==> config.mk <==
export PLATFORM = sky130hd
export DESIGN_NAME = ws2812b_segment_driver
export DESIGN_NICKNAME = d
export VERILOG_FILES = /design/src/rtl/ws2812b_segment_driver.sv
export SDC_FILE = /design/constraint.sdc
export NUM_CORES = 1
export LEC_CHECK = 0
export BUFFER_PORTS_ARGS = -buffer_cell sky130_fd_sc_hd__buf_2
export CORE_AREA = 4 4 172 174
export DETAILED_ROUTE_END_ITERATION = 16
export DIE_AREA = 0 0 176 178
export HOLD_SLACK_MARGIN = 0.15
export PLACE_DENSITY_LB_ADDON = 0.25
export SLEW_MARGIN = 20
export SYNTH_ARGS = -nofsm -noshare
export SYNTH_HDL_FRONTEND = slang
export SYNTH_SLANG_ARGS = --single-unit
==> constraint.sdc <==
create_clock -name clk -period 5.3 [get_ports clk]
set_input_delay 0.53 -clock clk [delete_from_list [all_inputs] [get_ports clk]]
set_output_delay 0.53 -clock clk [all_outputs]
set_load 0.1 [all_outputs]
==> src/rtl/ws2812b_segment_driver.sv <==
// WS2812B frame streamer.
// Each frame is a latch gap (dout low) followed by max_count pixels of 24 GRB
// bits, MSB first. Pixel colours come from a prioritised list of SEG_N
// segments, resolved from shadow copies taken at the end of the latch gap.
module ws2812b_segment_driver #(
    parameter int SEG_N     = 3,
    parameter int CNT_W     = 16,
    parameter int T0H_CYC   = 40,
    parameter int T1H_CYC   = 80,
    parameter int BIT_CYC   = 125,
    parameter int RESET_CYC = 30000
) (
    input  logic                   clk,
    input  logic                   reset_n,
    input  logic                   is_enable,
    input  logic [SEG_N*24-1:0]    colors,
    input  logic [SEG_N*CNT_W-1:0] seg_counts,
    input  logic [CNT_W-1:0]       max_count,
    output logic                   dout,
    output logic                   busy,
    output logic                   frame_done
);
    // Prefix sums are wide enough that SEG_N full counts can never wrap.
    localparam int PW = CNT_W + $clog2(SEG_N) + 1;
    // Segment index needs one extra code (SEG_N) meaning "past the last segment".
    localparam int KW = $clog2(SEG_N + 1);
    localparam int BW = $clog2(BIT_CYC);
    localparam int RW = $clog2(RESET_CYC);

    localparam logic [BW-1:0] BIT_LAST = BW'(BIT_CYC - 1);
    localparam logic [BW-1:0] T0H      = BW'(T0H_CYC);
    localparam logic [BW-1:0] T1H      = BW'(T1H_CYC);
    localparam logic [RW-1:0] RST_LAST = RW'(RESET_CYC - 1);
    localparam logic [KW-1:0] K_NONE   = KW'(SEG_N);

    typedef enum logic [1:0] {
        S_IDLE  = 2'd0,
        S_RESET = 2'd1,
        S_DATA  = 2'd2
    } state_t;

    state_t           state;
    state_t           state_next;

    // Frame sequencing counters
    logic [RW-1:0]    rst_cnt;
    logic [BW-1:0]    bit_cyc;
    logic [BW-1:0]    nxt_cyc;
    logic [4:0]       bit_idx;
    logic [CNT_W-1:0] pix;
    logic [23:0]      pix_color;

    // Shadow configuration, frozen for the whole frame
    logic [23:0]      sh_col [SEG_N];
    logic [CNT_W-1:0] sh_cnt [SEG_N];
    logic [CNT_W-1:0] sh_max;

    // Incremental colour resolver: cur_k is the segment holding pixel pix+1
    // once it settles, cur_end is the prefix sum through cur_k.
    logic [KW-1:0]    cur_k;
    logic [PW-1:0]    cur_end;
    logic [PW-1:0]    target;
    logic             res_step;
    logic [23:0]      next_color;
    logic [CNT_W-1:0] step_cnt;
    logic [23:0]      first_col;

    logic             rst_last;
    logic             bit_wrap;
    logic             frame_end;
    logic             nxt_bit;
    logic             dout_d;

    assign rst_last  = (rst_cnt == RST_LAST);
    assign bit_wrap  = (bit_cyc == BIT_LAST);
    assign frame_end = (state == S_DATA) && bit_wrap && (bit_idx == 5'd0) &&
                       (pix == sh_max - CNT_W'(1));
    assign target    = PW'(pix) + PW'(1);
    assign res_step  = (cur_k != K_NONE) && (target >= cur_end);

    // Pixel 0 is simply the first segment with a non-zero count; evaluated on
    // the live inputs so it is ready on the same edge the shadows are taken.
    always_comb begin
        first_col = '0;
        for (int k = SEG_N - 1; k >= 0; k--) begin
            if (seg_counts[k*CNT_W +: CNT_W] != '0)
                first_col = colors[k*24 +: 24];
        end
    end

    // Resolver lookups: colour of the current segment and count of the next one.
    always_comb begin
        next_color = '0;
        step_cnt   = '0;
        for (int k = 0; k < SEG_N; k++) begin
            if (cur_k == KW'(k))
                next_color = sh_col[k];
            if (k > 0 && cur_k == KW'(k - 1))
                step_cnt = sh_cnt[k];
        end
    end

    // State register; async reset abandons any frame in progress.
    always_ff @(posedge clk or negedge reset_n) begin
        if (!reset_n) state <= S_IDLE;
        else          state <= state_next;
    end

    // Next-state logic.
    always_comb begin
        state_next = state;
        case (state)
            S_IDLE: begin
                if (is_enable) state_next = S_RESET;
            end
            S_RESET: begin
                if (rst_last) begin
                    if (!is_enable)            state_next = S_IDLE;
                    else if (max_count == '0)  state_next = S_RESET;
                    else                       state_next = S_DATA;
                end
            end
            S_DATA: begin
                if (frame_end) state_next = S_RESET;
            end
            default: state_next = S_IDLE;
        endcase
    end

    // Position of the next cycle within its bit, and the value of that bit.
    always_comb begin
        nxt_cyc = '0;
        nxt_bit = 1'b0;
        if (state == S_RESET) begin
            nxt_bit = first_col[23];
        end else if (state == S_DATA) begin
            if (bit_wrap) begin
                nxt_cyc = '0;
                if (bit_idx == 5'd0) nxt_bit = next_color[23];
                else                 nxt_bit = pix_color[bit_idx - 5'd1];
            end else begin
                nxt_cyc = bit_cyc + BW'(1);
                nxt_bit = pix_color[bit_idx];
            end
        end
    end

    // Outputs: status from the current state, line level for the next cycle.
    always_comb begin
        busy       = (state != S_IDLE);
        frame_done = frame_end;
        dout_d     = (state_next == S_DATA) &&
                     (nxt_cyc < (nxt_bit ? T1H : T0H));
    end

    // Registered line driver, cleared immediately on reset.
    always_ff @(posedge clk or negedge reset_n) begin
        if (!reset_n) dout <= 1'b0;
        else          dout <= dout_d;
    end

    // Gap/bit/pixel counters, shadow capture and colour resolver.
    always_ff @(posedge clk or negedge reset_n) begin
        if (!reset_n) begin
            rst_cnt   <= '0;
            bit_cyc   <= '0;
            bit_idx   <= '0;
            pix       <= '0;
            pix_color <= '0;
            sh_max    <= '0;
            cur_k     <= '0;
            cur_end   <= '0;
            for (int k = 0; k < SEG_N; k++) begin
                sh_col[k] <= '0;
                sh_cnt[k] <= '0;
            end
        end else begin
            case (state)
                S_RESET: begin
                    if (rst_last) begin
                        rst_cnt   <= '0;
                        sh_max    <= max_count;
                        for (int k = 0; k < SEG_N; k++) begin
                            sh_col[k] <= colors[k*24 +: 24];
                            sh_cnt[k] <= seg_counts[k*CNT_W +: CNT_W];
                        end
                        // Resolver restarts at segment 0; it walks towards
                        // pixel 1 while pixel 0 is on the wire.
                        cur_k     <= '0;
                        cur_end   <= PW'(seg_counts[CNT_W-1:0]);
                        pix_color <= first_col;
                        pix       <= '0;
                        bit_cyc   <= '0;
                        bit_idx   <= 5'd23;
                    end else begin
                        rst_cnt <= rst_cnt + RW'(1);
                    end
                end
                S_DATA: begin
                    rst_cnt <= '0;
                    if (res_step) begin
                        cur_k   <= cur_k + KW'(1);
                        cur_end <= cur_end + PW'(step_cnt);
                    end
                    bit_cyc <= nxt_cyc;
                    if (bit_wrap) begin
                        if (bit_idx == 5'd0) begin
                            bit_idx   <= 5'd23;
                            pix       <= pix + CNT_W'(1);
                            pix_color <= next_color;
                        end else begin
                            bit_idx <= bit_idx - 5'd1;
                        end
                    end
                end
                default: begin
                    rst_cnt <= '0;
                end
            endcase
        end
    end

endmodule

==> results_dict.tcl, run 1 <==
set metrics [dict create \
    pin_count 142 \
    place_inst 1979 \
    syn_area_per_cell_um2 8.13 \
    yosysWarningCount 0 \
    crit_top_cell "or4_1" \
    gp_congestion 0.878 \
    postSynthCellCount 1539 \
    slew_headroom_pct 31.5 \
    cts_tree "done" \
    root_buffer "clkbuf_16" \
    dp_slack_ns 0.944 \
    synthDistinctLibCells 58 \
    cts_resized 0 \
    design_area_um2 14300 \
    area_delta_synth_final_pct 14.2 \
    final_cell_mix "471 x nand2_1, 211 x dfrtp_1, 140 x buf_2" \
    cp.arrival_ns 4.12 \
    diodes 0 \
    ir_drop_mv 0.164 \
    clockBufferDepth 3 \
    async_flop_share_pct 100 \
    ys.flop_type "dfrtp_1" \
    wirelength_um 33800 \
    max_cap_viol_count 0 \
    status "complete, no violations" \
    synth_edf_count 0 \
    synth.net_count 1725 \
    finalCriticalPeriod_ns 4.65 \
    portBuffers 141 \
    first_global_vias 10900 \
    rsz0062_at_grt "false" \
    wl_per_cell_um 16.7 \
    hpwl_um 23400 \
    ys_ff_latch 211 \
    layout_setup_ws_ns 0.646 \
    drc 0 \
    p_per_area_nw_per_um2 245 \
    crit_required_ns 4.77 \
    critical_path_buf_inv_count 3 \
    fp.dieH_um 178 \
    drt-vias-per-instance 5.53 \
    rows 61 \
    dpl-instance-area_um2 13500 \
    tns_ns 0 \
    clock_latency_ns 0.53 \
    syn_area_um2 12500 \
    finalCritPeriodShare_pct 87.8 \
    grt_pass1_wl_um 55200 \
    htree_levels 1 \
    p_leak_nw 6.61 \
    synth_top_area_share_pct 42.2 \
    coreArea_um2 27800 \
    synth_area_leaders "dfrtp_1 42%, nand2_1 14%, ha_1 4.6%, nor2_1 3.7%, a21oi_1 3.4%" \
    post_cts_buffers 0 \
    grt_max_degree 118 \
    critical-path-max-stage-delay_ns 0.64 \
    fin_skew_ns 0.0132 \
    dieArea_um2 31300 \
    hold_path.class "in2async" \
    die_w_um 176 \
    detail-route-antenna-nets 0 \
    crit_chain "inv_1, ha_1, or4b_1, or4_1, buf_4, or4_1, nor4b_2, buf_2" \
    cts.sink_count 211 \
    start_util_pct 45.1 \
    critPathTopFamily "simple AND/OR/NAND/NOR gates" \
    drt_first_iter_violations 796 \
    fillers 2716 \
    synth.yosys.seq_area_share_pct 42.2 \
    finalSetupViolCount 0 \
    drive_gt1_share_pct 14.5 \
    fmax_mhz 215 \
    vias 11200 \
    layout_commonest_cell "nand2_1" \
    yosysTopAreaCell "dfrtp_1" \
    crit_type "reg2out" \
    finalHoldViolations 0 \
    slowest_stage "dfrtp_1" \
    maxSlewViolCount 0 \
    grt_usage_pct 21.4 \
    cp_max_fo 33 \
    tightestPinTransition_ns 1.02 \
    finalNonFillerCells 2022 \
    fin_hold_ws_ns 0.102 \
    cts-buffers-inserted 25 \
    path_clk_slew_ns 0.06 \
    grt-ovfl-total 0 \
    nNetsFinal 1814 \
    end_kind "primary output" \
    postCtsHoldBufs 0 \
    grt_antenna_before_repair 3 \
    firstDrtPassIters 5 \
    worstSetupStartpointType "flip-flop" \
]
[cell families after synthesis]
family,Yosys count,synth area share (%)
compound gates,270,13.6
xor+xnor,64,4.48
fa+ha+maj,47,4.76
buf+inv,129,3.95
flops,211,42.2
mux,39,4.30
simple gates,779,26.7
[path summary, 6_finish.rpt]
| check | cells past startpoint | startpoint | to | slack [ns] |
|---|---|---|---|---|
| worst max-delay path | 8 | bit_idx[0] | frame_done | 0.65 |
| worst min-delay path | 1 | reset_n | sh_cnt[24] | 0.10 |
| worst max register to register | 14 | pix[0] | cur_end[4] | 0.90 |
| worst min register to register | 1 | rst_cnt[0] | rst_cnt[0] | 0.46 |
| max in group asynchronous | 2 | reset_n | sh_cnt[26] | 3.89 |
| min in group clk | 3 | colors[25] | sh_col[25] | 0.21 |
[metrics by stage]
step	util, %	total power [mW]
6_report	51.5	3.51
5_1_grt	51.5	3.64
4_1_cts	51.5	3.55
3_5_place_dp	48.6	1.87
3_3_place_gp	48.6	1.87
2_1_floorplan	-	1.75
[routing by layer]
layer	vias up	global-route usage [%]	routed length, um
met2	304	34.2	15500
met4	6	5.33	643
met3	55	3.73	2050
met5	-	0	41
li1	5448	-	-
met1	5376	30.4	15600
[sequential cells by signal (all words and copies together) (netlist names), 5 cells and up]
signal and count:
bit_cyc 7, bit_idx 5, cur_end 19, pix 16
pix_color 24, rst_cnt 15, sh_cnt 32, sh_col 72
sh_max 16
[synth_stat cells (5+ instances only)]
library cell  instances
inv_1                33
mux2_2               18
nand2b_1              9
and3_1               17
nor2b_1               6
a21o_1               11
dfrtp_1             211
nand4_1              14
xor2_1               34
a31oi_1              11
a221oi_1             25
nand2_1             471
o21a_1                5
clkbuf_1             77
nor2_1              125
ha_1                 46
xnor2_1              30
and2_1               12
and4_1                7
nor3_1               39
mux2i_1              11
mux4_2               10
nor4_1               25
buf_1                16
a21oi_1              85
nand3_1              36
o31ai_1               8
a211oi_1              7
a22o_1               20
o21ai_0              71
[final cells by class]
cell class                      instances  area [um2]  area share [%]
Timing Repair Buffer                  158         855            5.98
Inverter                               33         124           0.867
Tap cell                              378         473            3.31
Clock buffer                           34         709            4.96
Multi-Input combinational cell       1199        6780            47.4
Clock inverter                          9        77.6           0.543
Sequential cell                       211        5280            36.9
[power by group]
part           switching [mW]  total [mW]  internal, mW
Sequential             0.0214        1.65          1.63
Clock                   0.681        1.66         0.981
Combinational           0.116       0.193        0.0768
(Power assumes the default switching activity.)
==> run 2, diff against run 1 <==
==> constraint.sdc (replaced) <==
create_clock -name clk -period 5.3 [get_ports clk]
set_input_delay 0.53 -clock clk [delete_from_list [all_inputs] [get_ports clk]]
set_output_delay 0.53 -clock clk [all_outputs]
set_load 0.01 [all_outputs]
==> run 2 against run 1 <==
Net effect:
- sequential share of layout area fell by 0.13 points
- clock skew up 0.0086 ns
- global-route usage down 0.069 points
- combinational power shrank 3%
- non-clock buffer count did not move
- flip-flop and latch count is the same
- via count grew 0.18%
- register-to-register slack better by 0.04 ns
- die area unchanged
- fmax rose by 5.8%
- core utilization grew 0.18 points
- largest power group unchanged
==> results_dict.tcl, run 2 (synthesis gave the netlist of run 1 again) <==
set metrics [dict create \
    clockBufferDepth 3 \
    grt_pass1_wl_um 55200 \
    dieArea_um2 31300 \
    finalNonFillerCells 2026 \
    max_cap_viol_count 0 \
    area_delta_synth_final_pct 14.6 \
    grt_usage_pct 21.3 \
    cts-buffers-inserted 26 \
    tightestPinTransition_ns 0.926 \
    detail-route-antenna-nets 0 \
    grt_antenna_before_repair 2 \
    status "complete, no violations" \
    maxSlewViolCount 0 \
    wirelength_um 33700 \
    finalSetupViolCount 0 \
    fin_skew_ns 0.0217 \
    holdPathStages 3 \
    worstSetupStartpointType "flip-flop" \
    wl_per_cell_um 16.6 \
    fmax_mhz 227 \
    htree_levels 1 \
    p_leak_nw 6.62 \
    hold_path.class "in2reg" \
    rsz0062_at_grt "false" \
    cts_tree "done" \
    crit_chain "inv_1, ha_1, or4b_1, or4_1, buf_4, or4_1, nor4b_2, buf_2" \
    drt-vias-per-instance 5.53 \
    gp_congestion 0.906 \
    ir_drop_mv 0.215 \
    slew_headroom_pct 38.2 \
    worstSetupPathDepth 8 \
    coreArea_um2 27800 \
    tns_ns 0 \
    cp.arrival_ns 3.87 \
    worst-r2r-setup-slack_ns 0.94 \
    crit_required_ns 4.77 \
    end_kind "primary output" \
    regMostFlops "sh_col" \
    critPathTopFamily "simple AND/OR/NAND/NOR gates" \
    firstDrtPassIters 5 \
    final_cell_mix "471 x nand2_1, 211 x dfrtp_1, 140 x buf_2" \
    fp.dieH_um 178 \
    place_inst 1978 \
    layout_commonest_cell "nand2_1" \
    drive_gt1_share_pct 14.4 \
    start_util_pct 45.1 \
    finalCriticalPeriod_ns 4.40 \
    first_global_vias 10900 \
    largestRegisters "sh_col: 72 flops, sh_cnt: 32 flops, pix_color: 24 flops" \
    vias 11200 \
    drc 0 \
    slowest_stage "dfrtp_1" \
    hpwl_um 23100 \
    crit_type "reg2out" \
    pin_count 142 \
    nNetsFinal 1815 \
    cts.sink_count 211 \
    r2r_cells 13 \
    p_per_area_nw_per_um2 246 \
    grt_max_degree 118 \
    critical-path-max-stage-delay_ns 0.64 \
    die_w_um 176 \
    largest_register_ffs 72 \
    drt_first_iter_violations 783 \
    crit_top_cell "or4_1" \
    path_clk_slew_ns 0.06 \
    root_buffer "clkbuf_16" \
    portBuffers 141 \
    grt-ovfl-total 0 \
    finalHoldViolations 0 \
    fillers 2767 \
    rows 61 \
    finalCritPeriodShare_pct 83.0 \
    cp_max_fo 33 \
    diodes 0 \
    clock_latency_ns 0.54 \
    critical_path_buf_inv_count 3 \
]
==> run 2: power by group <==
group | switching (mW) | total [mW] | leakage, nW | internal [mW]
combinational | 0.111 | 0.188 | 4.12 | 0.0777
clock | 0.694 | 1.69 | 0.402 | 1.00
sequential | 0.0221 | 1.65 | 2.10 | 1.63
==> run 2: layout make-up <==
cell class | instances | area [um2] | share of cell area [%]
tap | 378 | 473 | 3.30
inverter | 33 | 124 | 0.863
clock inverter | 9 | 97.6 | 0.680
sequential | 211 | 5280 | 36.8
multi-input combinational | 1199 | 6780 | 47.2
clock buffer | 38 | 726 | 5.06
timing repair buffer | 158 | 870 | 6.06
==> run 2: what timing repair did <==
| item | CTS | global route |
|---|---|---|
| hold endpoints to repair | 94 | 0 |
| setup buffers | 0 | 0 |
| hold buffers | 1 | 0 |
| gates resized for setup | 0 | 0 |
| setup endpoints to repair | 0 | 0 |
==> run 2: tightest hold or removal path, stage by stage <==
cell	delay, ns
buf_2	0.09
nand2_1	0.04
nand2_1	0.05
==> run 2: layer usage <==
layer	vias to the layer above	wire length (um)	track usage, %
li1	5455	-	-
met3	53	1860	3.03
met1	5390	15500	30.2
met5	-	27	0
met4	4	668	4.71
met2	307	15600	35.1
==> run 2: path summary, 6_finish.rpt <==
path                       startpoint          to
max                        bit_idx[0]  frame_done
min                        colors[58]  sh_col[10]
min reg2reg                rst_cnt[0]  rst_cnt[0]
max reg2reg                    pix[0]  cur_end[6]
min in group asynchronous     reset_n  sh_cnt[24]
max in group asynchronous     reset_n  rst_cnt[9]
==> run 2: per-stage QoR <==
step / hold slack, ns / setup slack, ns / utilization [%] / area [um2] / total power, mW
floorplan: 0.234 / 1.40 / - / 12500 / 1.74
global placement: 0.441 / 1.17 / 48.6 / 13500 / 1.87
detailed placement: 0.448 / 1.01 / 48.6 / 13500 / 1.87
CTS: 0.174 / 0.874 / 51.6 / 14300 / 3.58
global route: 0.187 / 0.630 / 51.6 / 14300 / 3.69
finish: 0.196 / 0.902 / 51.6 / 14300 / 3.54
